--- src/rtl/frame_shape_analyzer.sv ---
// Frame analysis engine: scans one RGB frame from the frame buffer and reports
// dominant colour, shape class, bounding box and lit-pixel count.
module frame_shape_analyzer #(
  parameter int WIDTH   = 160,
  parameter int HEIGHT  = 120,
  parameter int AW      = 15,
  parameter int CW      = 4,
  parameter int RD_LAT  = 1,
  parameter int MIN_LVL = 1,
  parameter int MIN_RUN = 3,
  parameter int ACC_W   = 20
) (
  input  logic                                 clk,
  input  logic                                 rst,
  input  logic                                 start,
  output logic [AW-1:0]                        mem_addr,
  input  logic [3*CW-1:0]                      mem_data,
  output logic                                 busy,
  output logic                                 done,
  output logic [1:0]                           color,
  output logic [1:0]                           figure,
  output logic [$clog2(WIDTH)-1:0]             bbox_x0,
  output logic [$clog2(WIDTH)-1:0]             bbox_x1,
  output logic [$clog2(HEIGHT)-1:0]            bbox_y0,
  output logic [$clog2(HEIGHT)-1:0]            bbox_y1,
  output logic [$clog2(WIDTH*HEIGHT+1)-1:0]    pixel_count,
  output logic [2:0]                           dbg_state
);
  localparam int N   = WIDTH * HEIGHT;
  localparam int XW  = $clog2(WIDTH);
  localparam int YW  = $clog2(HEIGHT);
  localparam int PW  = $clog2(N + 1);
  localparam int RWW = $clog2(WIDTH + 1);
  localparam int VW  = $clog2(HEIGHT + 1);
  localparam int DCW = (RD_LAT > 1) ? $clog2(RD_LAT) : 1;
  localparam logic [AW-1:0]  A_LAST = AW'(N - 1);
  localparam logic [XW-1:0]  X_LAST = XW'(WIDTH - 1);
  localparam logic [CW-1:0]  L_MIN  = CW'(MIN_LVL);
  localparam logic [RWW-1:0] L_RUN  = RWW'(MIN_RUN);
  localparam logic [DCW-1:0] D_LAST = DCW'(RD_LAT - 1);

  typedef enum logic [2:0] {S_IDLE, S_SCAN, S_DRAIN, S_CLASSIFY, S_DONE} state_t;
  state_t r_state, w_next;

  logic [XW-1:0]    r_x;
  logic [YW-1:0]    r_y;
  logic [DCW-1:0]   r_drain;
  logic [ACC_W-1:0] r_sum_r, r_sum_g, r_sum_b;
  logic [RWW-1:0]   r_row_w, r_prev_w;
  logic [VW-1:0]    r_valid, r_grow;
  logic             r_tv [RD_LAT];
  logic [XW-1:0]    r_tx [RD_LAT];
  logic [YW-1:0]    r_ty [RD_LAT];

  always_ff @(posedge clk) begin
    if (rst) r_state <= S_IDLE;
    else     r_state <= w_next;
  end

  always_comb begin
    w_next = r_state;
    case (r_state)
      S_IDLE:     if (start) w_next = S_SCAN;
      S_SCAN:     if (mem_addr == A_LAST) w_next = S_DRAIN;
      S_DRAIN:    if (r_drain == D_LAST) w_next = S_CLASSIFY;
      S_CLASSIFY: w_next = S_DONE;
      S_DONE:     w_next = S_IDLE;
      default:    w_next = S_IDLE;
    endcase
  end

  assign busy      = (r_state == S_SCAN) || (r_state == S_DRAIN) || (r_state == S_CLASSIFY);
  assign done      = (r_state == S_DONE);
  assign dbg_state = r_state;

  // Tag stage 0 describes the address currently on mem_addr; the last stage lines up with mem_data.
  always_ff @(posedge clk) begin
    if (rst) begin
      for (int k = 0; k < RD_LAT; k++) begin
        r_tv[k] <= 1'b0;
        r_tx[k] <= '0;
        r_ty[k] <= '0;
      end
    end else begin
      r_tv[0] <= (r_state == S_SCAN);
      r_tx[0] <= r_x;
      r_ty[0] <= r_y;
      for (int k = 1; k < RD_LAT; k++) begin
        r_tv[k] <= r_tv[k-1];
        r_tx[k] <= r_tx[k-1];
        r_ty[k] <= r_ty[k-1];
      end
    end
  end

  logic           w_tv, w_eol, w_lit;
  logic [XW-1:0]  w_tx;
  logic [YW-1:0]  w_ty;
  logic [CW-1:0]  w_cr, w_cg, w_cb;
  logic [RWW-1:0] w_row_w;

  assign w_tv    = r_tv[RD_LAT-1];
  assign w_tx    = r_tx[RD_LAT-1];
  assign w_ty    = r_ty[RD_LAT-1];
  assign w_eol   = (w_tx == X_LAST);
  assign w_cr    = mem_data[3*CW-1:2*CW];
  assign w_cg    = mem_data[2*CW-1:CW];
  assign w_cb    = mem_data[CW-1:0];
  assign w_lit   = w_tv && ((w_cr >= L_MIN) || (w_cg >= L_MIN) || (w_cb >= L_MIN));
  assign w_row_w = r_row_w + RWW'(w_lit);

  logic [1:0]  w_color, w_figure;
  logic [VW:0] w_v, w_g, w_q, w_vmq, w_vpq;

  assign w_v   = {1'b0, r_valid};
  assign w_g   = {1'b0, r_grow};
  assign w_q   = w_v >> 2;
  assign w_vmq = w_v - w_q;
  assign w_vpq = w_v + w_q;

  always_comb begin
    w_color = 2'd0;
    if (r_sum_r > r_sum_g && r_sum_r > r_sum_b)      w_color = 2'd1;
    else if (r_sum_g > r_sum_r && r_sum_g > r_sum_b) w_color = 2'd2;
    else if (r_sum_b > r_sum_r && r_sum_b > r_sum_g) w_color = 2'd3;
    w_figure = 2'd0;
    if (w_g <= w_v && w_g > w_vmq)                   w_figure = 2'd1;
    else if (w_g > (w_vmq >> 1) && w_g < (w_vpq >> 1)) w_figure = 2'd2;
    else if (w_v != '0)                              w_figure = 2'd3;
  end

  always_ff @(posedge clk) begin
    if (rst) begin
      mem_addr    <= '0;
      r_x         <= '0;
      r_y         <= '0;
      r_drain     <= '0;
      r_sum_r     <= '0;
      r_sum_g     <= '0;
      r_sum_b     <= '0;
      r_row_w     <= '0;
      r_prev_w    <= '0;
      r_valid     <= '0;
      r_grow      <= '0;
      pixel_count <= '0;
      bbox_x0     <= '0;
      bbox_x1     <= '0;
      bbox_y0     <= '0;
      bbox_y1     <= '0;
      color       <= 2'd0;
      figure      <= 2'd0;
    end else begin
      case (r_state)
        S_IDLE: if (start) begin
          mem_addr    <= '0;
          r_x         <= '0;
          r_y         <= '0;
          r_sum_r     <= '0;
          r_sum_g     <= '0;
          r_sum_b     <= '0;
          r_row_w     <= '0;
          r_prev_w    <= '0;
          r_valid     <= '0;
          r_grow      <= '0;
          pixel_count <= '0;
          bbox_x0     <= '0;
          bbox_x1     <= '0;
          bbox_y0     <= '0;
          bbox_y1     <= '0;
          color       <= 2'd0;
          figure      <= 2'd0;
        end
        S_SCAN: begin
          r_drain <= '0;
          if (mem_addr != A_LAST) begin
            mem_addr <= mem_addr + AW'(1);
            if (r_x == X_LAST) begin
              r_x <= '0;
              r_y <= r_y + YW'(1);
            end else begin
              r_x <= r_x + XW'(1);
            end
          end
        end
        S_DRAIN: r_drain <= r_drain + DCW'(1);
        S_CLASSIFY: begin
          // An empty frame reports nothing at all, whatever the row counters say.
          color  <= (pixel_count == '0) ? 2'd0 : w_color;
          figure <= (pixel_count == '0) ? 2'd0 : w_figure;
        end
        default: ;
      endcase

      if (w_lit) begin
        r_sum_r     <= r_sum_r + ACC_W'(w_cr);
        r_sum_g     <= r_sum_g + ACC_W'(w_cg);
        r_sum_b     <= r_sum_b + ACC_W'(w_cb);
        pixel_count <= pixel_count + PW'(1);
        if (pixel_count == '0) begin
          bbox_x0 <= w_tx;
          bbox_x1 <= w_tx;
          bbox_y0 <= w_ty;
          bbox_y1 <= w_ty;
        end else begin
          if (w_tx < bbox_x0) bbox_x0 <= w_tx;
          if (w_tx > bbox_x1) bbox_x1 <= w_tx;
          if (w_ty < bbox_y0) bbox_y0 <= w_ty;
          if (w_ty > bbox_y1) bbox_y1 <= w_ty;
        end
      end

      if (w_tv) begin
        if (w_eol) begin
          if (w_row_w > L_RUN) begin
            r_valid <= r_valid + VW'(1);
            if (w_row_w > r_prev_w) r_grow <= r_grow + VW'(1);
          end
          r_prev_w <= w_row_w;
          r_row_w  <= '0;
        end else begin
          r_row_w <= w_row_w;
        end
      end
    end
  end
endmodule

--- config.mk ---
export PLATFORM = sky130hd
export DESIGN_NAME = frame_shape_analyzer
export DESIGN_NICKNAME = d
export VERILOG_FILES = /design/src/rtl/frame_shape_analyzer.sv
export SDC_FILE = /design/constraint.sdc
export NUM_CORES = 1
export LEC_CHECK = 0
export ABC_AREA = 1
export BUFFER_PORTS_ARGS = -buffer_cell sky130_fd_sc_hd__buf_2
export CAP_MARGIN = 20
export CORE_MARGIN = 10
export CORE_UTILIZATION = 60
export DETAILED_ROUTE_END_ITERATION = 12
export GPL_TIMING_DRIVEN = 0
export PLACE_DENSITY = 0.79
export SYNTH_ARGS = -nofsm -noshare
export SYNTH_HDL_FRONTEND = slang
export SYNTH_SLANG_ARGS = --single-unit
--- constraint.sdc ---
create_clock -name clk -period 3.7 [get_ports clk]
set_input_delay 0.185 -clock clk [delete_from_list [all_inputs] [get_ports clk]]
set_output_delay 0.185 -clock clk [all_outputs]
set_load 0.005 [all_outputs]
==> out/results.tsv <==
metric	value	unit
yosys_register_bits	189	
grt_max_degree	23	
start_util	61.64	%
die_y	164.9	µm
worstMarginPinSlew	908.8	ps
finalCritPeriodShare	94.01	%
port_buffers	82	
drt_iter0_drc	1276	
dp_hpwl	28650	µm
synth_top_area_share	30.05	%
via_per_inst	5.801	
synthTopCellsByCount	nand2_1, inv_1, a21oi_1	
drv_slew	0	
die_w	164.9	µm
dieArea	27180	µm²
finalHoldViolations	0	
syn_inst	1821	
antenna_found_initial	1	
rsz0062_at_grt	false	
drt-total-wl	37310	µm
routedWlPerCell	16.93	µm
status	completed	
p_total	6.135	mW
pin_count	84	
cts_hold_buffers	0	
grtUsageTotal	27.57	%
ys.flop_type	dfxtp_1	
cts_sinks	189	
drc	0	
firstDrtPassIters	5	
hp-class	in -> reg	
syn_area_per_cell	6.915	µm²
max-vdd-ir-drop	377.1	µV
core	20430	µm²
ys_seq_area_share	30.05	%
final_antenna_net_count	0	
crit_fanout	20	
p_per_area	438.7	nW/µm²
ys_warn_count	0	
end_kind	flip-flop	
h-tree-depth	4	
critical_path_required	4080	ps
syn_area	12590	µm²
vias	12790	
critPathKind	reg -> reg	
place.gp.congestion	0.9592	
yosysTopAreaCell	dfxtp_1	
area_growth_syn_to_layout	11.06	%
final_nets	2095	
cts_buffers	17	
syn-num-nets	1995	
worst_skew_pair.late_latency	460	ps
fin_util	68.45	%
grt_pass1_vias	11870	
fin_ws	221.6	ps
drv_cap	0	
dp_slack	-587.4	ps
drive_gt1_share	8.945	%
post_cts_buffers	0	
synth_most_common_cell	nand2_1	
fin_crit	3478	ps
overflow	0	
slew_headroom	39.41	%
cts_root_buffer	clkbuf_16	
skew	15.63	ps
arrival	3850	ps
placementRows	52	
setup_violations	0	
n_antenna_cell	0	
cts.path.max_buffers	2	
grt_pass1_wl	60350	µm
power_leakage	6.144	nW
start_kind	flip-flop	
synth_cell_type_count	54	
synth_edf_count	0	
clk_pin_slew	80	ps
cts_tree	done	
synthTopCellsByArea	dfxtp_1, ha_1, nand2_1	
timing.fmax	287.5	MHz
synth-async-reset-ratio	0	%
==> logic make-up (layout without fill, tap and decap cells) <==
| kind of cell | Yosys count | count (layout) | synth area share, % |
|---|---|---|---|
| AO/OA/AOI/OAI | 382 | 382 | 16.14 |
| adder cells (fa/ha/maj) | 159 | 159 | 16.10 |
| buffers and inverters | 287 | 400 | 8.813 |
| flip-flops | 189 | 189 | 30.05 |
| AND/OR/NAND/NOR | 781 | 781 | 27.25 |
| XOR/XNOR | 23 | 23 | 1.659 |
==> sequential cells by signal, indices dropped and copies added (netlist names), 2 cells and up <==
name         cells
r_sum_b         20
r_sum_g         20
r_sum_r         20
mem_addr        15
pixel_count     15
bbox_x0          8
bbox_x1          8
r_prev_w         8
r_row_w          8
r_tx             8
r_x              8
bbox_y0          7
bbox_y1          7
r_grow           7
r_ty             7
r_valid          7
r_y              7
dbg_state        3
color            2
figure           2
==> critical path: stages (launching register included) <==
cell and delay (ps):
dfxtp_1 520, nand2_1 250, inv_2 200, buf_6 260, ha_2 300, nand2_1 80
nor2_2 120, nand2_1 70, nand2_1 80, nand2_2 100, ha_1 310, nand2_1 70
inv_1 50, nand3_1 100, nor2_1 100, nand4_1 180, nand3_2 140, nor2_2 50
buf_6 140, nand2_1 50, nand2_1 40, a21oi_1 150
==> repair_timing <==
item / in CTS / in global routing
setup endpoints to repair: 7 / 7
gates resized for setup: 1 / 3
endpoints found under the hold margin: 0 / 0
==> stage by stage <==
step / cells / hold slack (ps) / TNS [ps] / cell area (µm²)
finish: 2204 / 169.7 / 0 / 13980
global route: 2204 / 180.7 / 0 / 13980
CTS: 2204 / 152.5 / 0 / 13980
detailed placement: 2173 / 448.5 / -3755 / 13340
global placement: 2173 / 440.6 / -3304 / 13340
floorplan: 1821 / 426.6 / 0 / 12590
==> final timing paths <==
kind / endpoint / slack [ps] / from / depth (start not counted)
min reg2reg: r_ty[0][4] / 460 / r_y[4] / 2
max: r_grow[4] / 220 / r_tv[0] / 21
min: r_sum_g[0] / 170 / mem_data[4] / 4
max reg2reg: r_grow[4] / 220 / r_tv[0] / 21
==> final cells by class <==
type                       count  area [µm²]
multi-input combinational   1345        7701
fill                        1792        6445
clock inverter                15       214.0
tap                          270       337.8
clock buffer                  17       425.4
sequential                   189        3784
buffer                        43       198.9
inverter                     243       913.4
timing repair buffer          82       410.4
==> cell usage in the layout, fill, tap and decap left out, types with 3 or more instances in the layout <==
| cell type | netlist | layout |
|---|---|---|
| nand2_2 | 5 | 5 |
| o211ai_1 | 10 | 10 |
| xor2_1 | 20 | 20 |
| and3_1 | 3 | 3 |
| nor4_1 | 15 | 15 |
| dfxtp_1 | 189 | 189 |
| nor2_4 | 4 | 4 |
| o22ai_1 | 8 | 8 |
| inv_2 | 8 | 9 |
| nand3b_1 | 4 | 4 |
| clkinv_8 | 0 | 10 |
| clkbuf_16 | 0 | 17 |
| nand2_4 | 3 | 3 |
| o21a_1 | 6 | 6 |
| o21ai_0 | 116 | 116 |
| clkinv_1 | 3 | 3 |
| nor3_2 | 3 | 3 |
| nand4_1 | 37 | 37 |
| clkbuf_1 | 23 | 23 |
| inv_1 | 231 | 230 |
| fa_1 | 5 | 5 |
| buf_1 | 5 | 4 |
| inv_8 | 0 | 3 |
| nor2_1 | 140 | 140 |
| a21oi_1 | 218 | 218 |
| buf_2 | 13 | 94 |
| a211oi_1 | 5 | 5 |
| nand3_1 | 109 | 109 |
| o31ai_1 | 5 | 5 |
| ha_1 | 154 | 153 |
| nand2_1 | 409 | 409 |
| nor3_1 | 30 | 30 |
| nor2_2 | 8 | 8 |
==> power breakdown <==
part           internal, mW  total, mW  switching (mW)
Combinational         0.538       1.90            1.37
Clock                 0.934       1.94            1.01
Sequential             2.16       2.29           0.135
Total                  3.63       6.13            2.51
==> per-layer routing <==
| metal | up-vias | wire length, µm | global-route usage (%) |
|---|---|---|---|
| met4 | 2 | 1129 | 9.944 |
| met3 | 84 | 3571 | 7.319 |
| li1 | 6291 | - | - |
| met5 | - | 8 | 0 |
| met1 | 5872 | 16410 | 36.60 |
| met2 | 536 | 16190 | 42.19 |
Power figures use the tool's default switching activity.
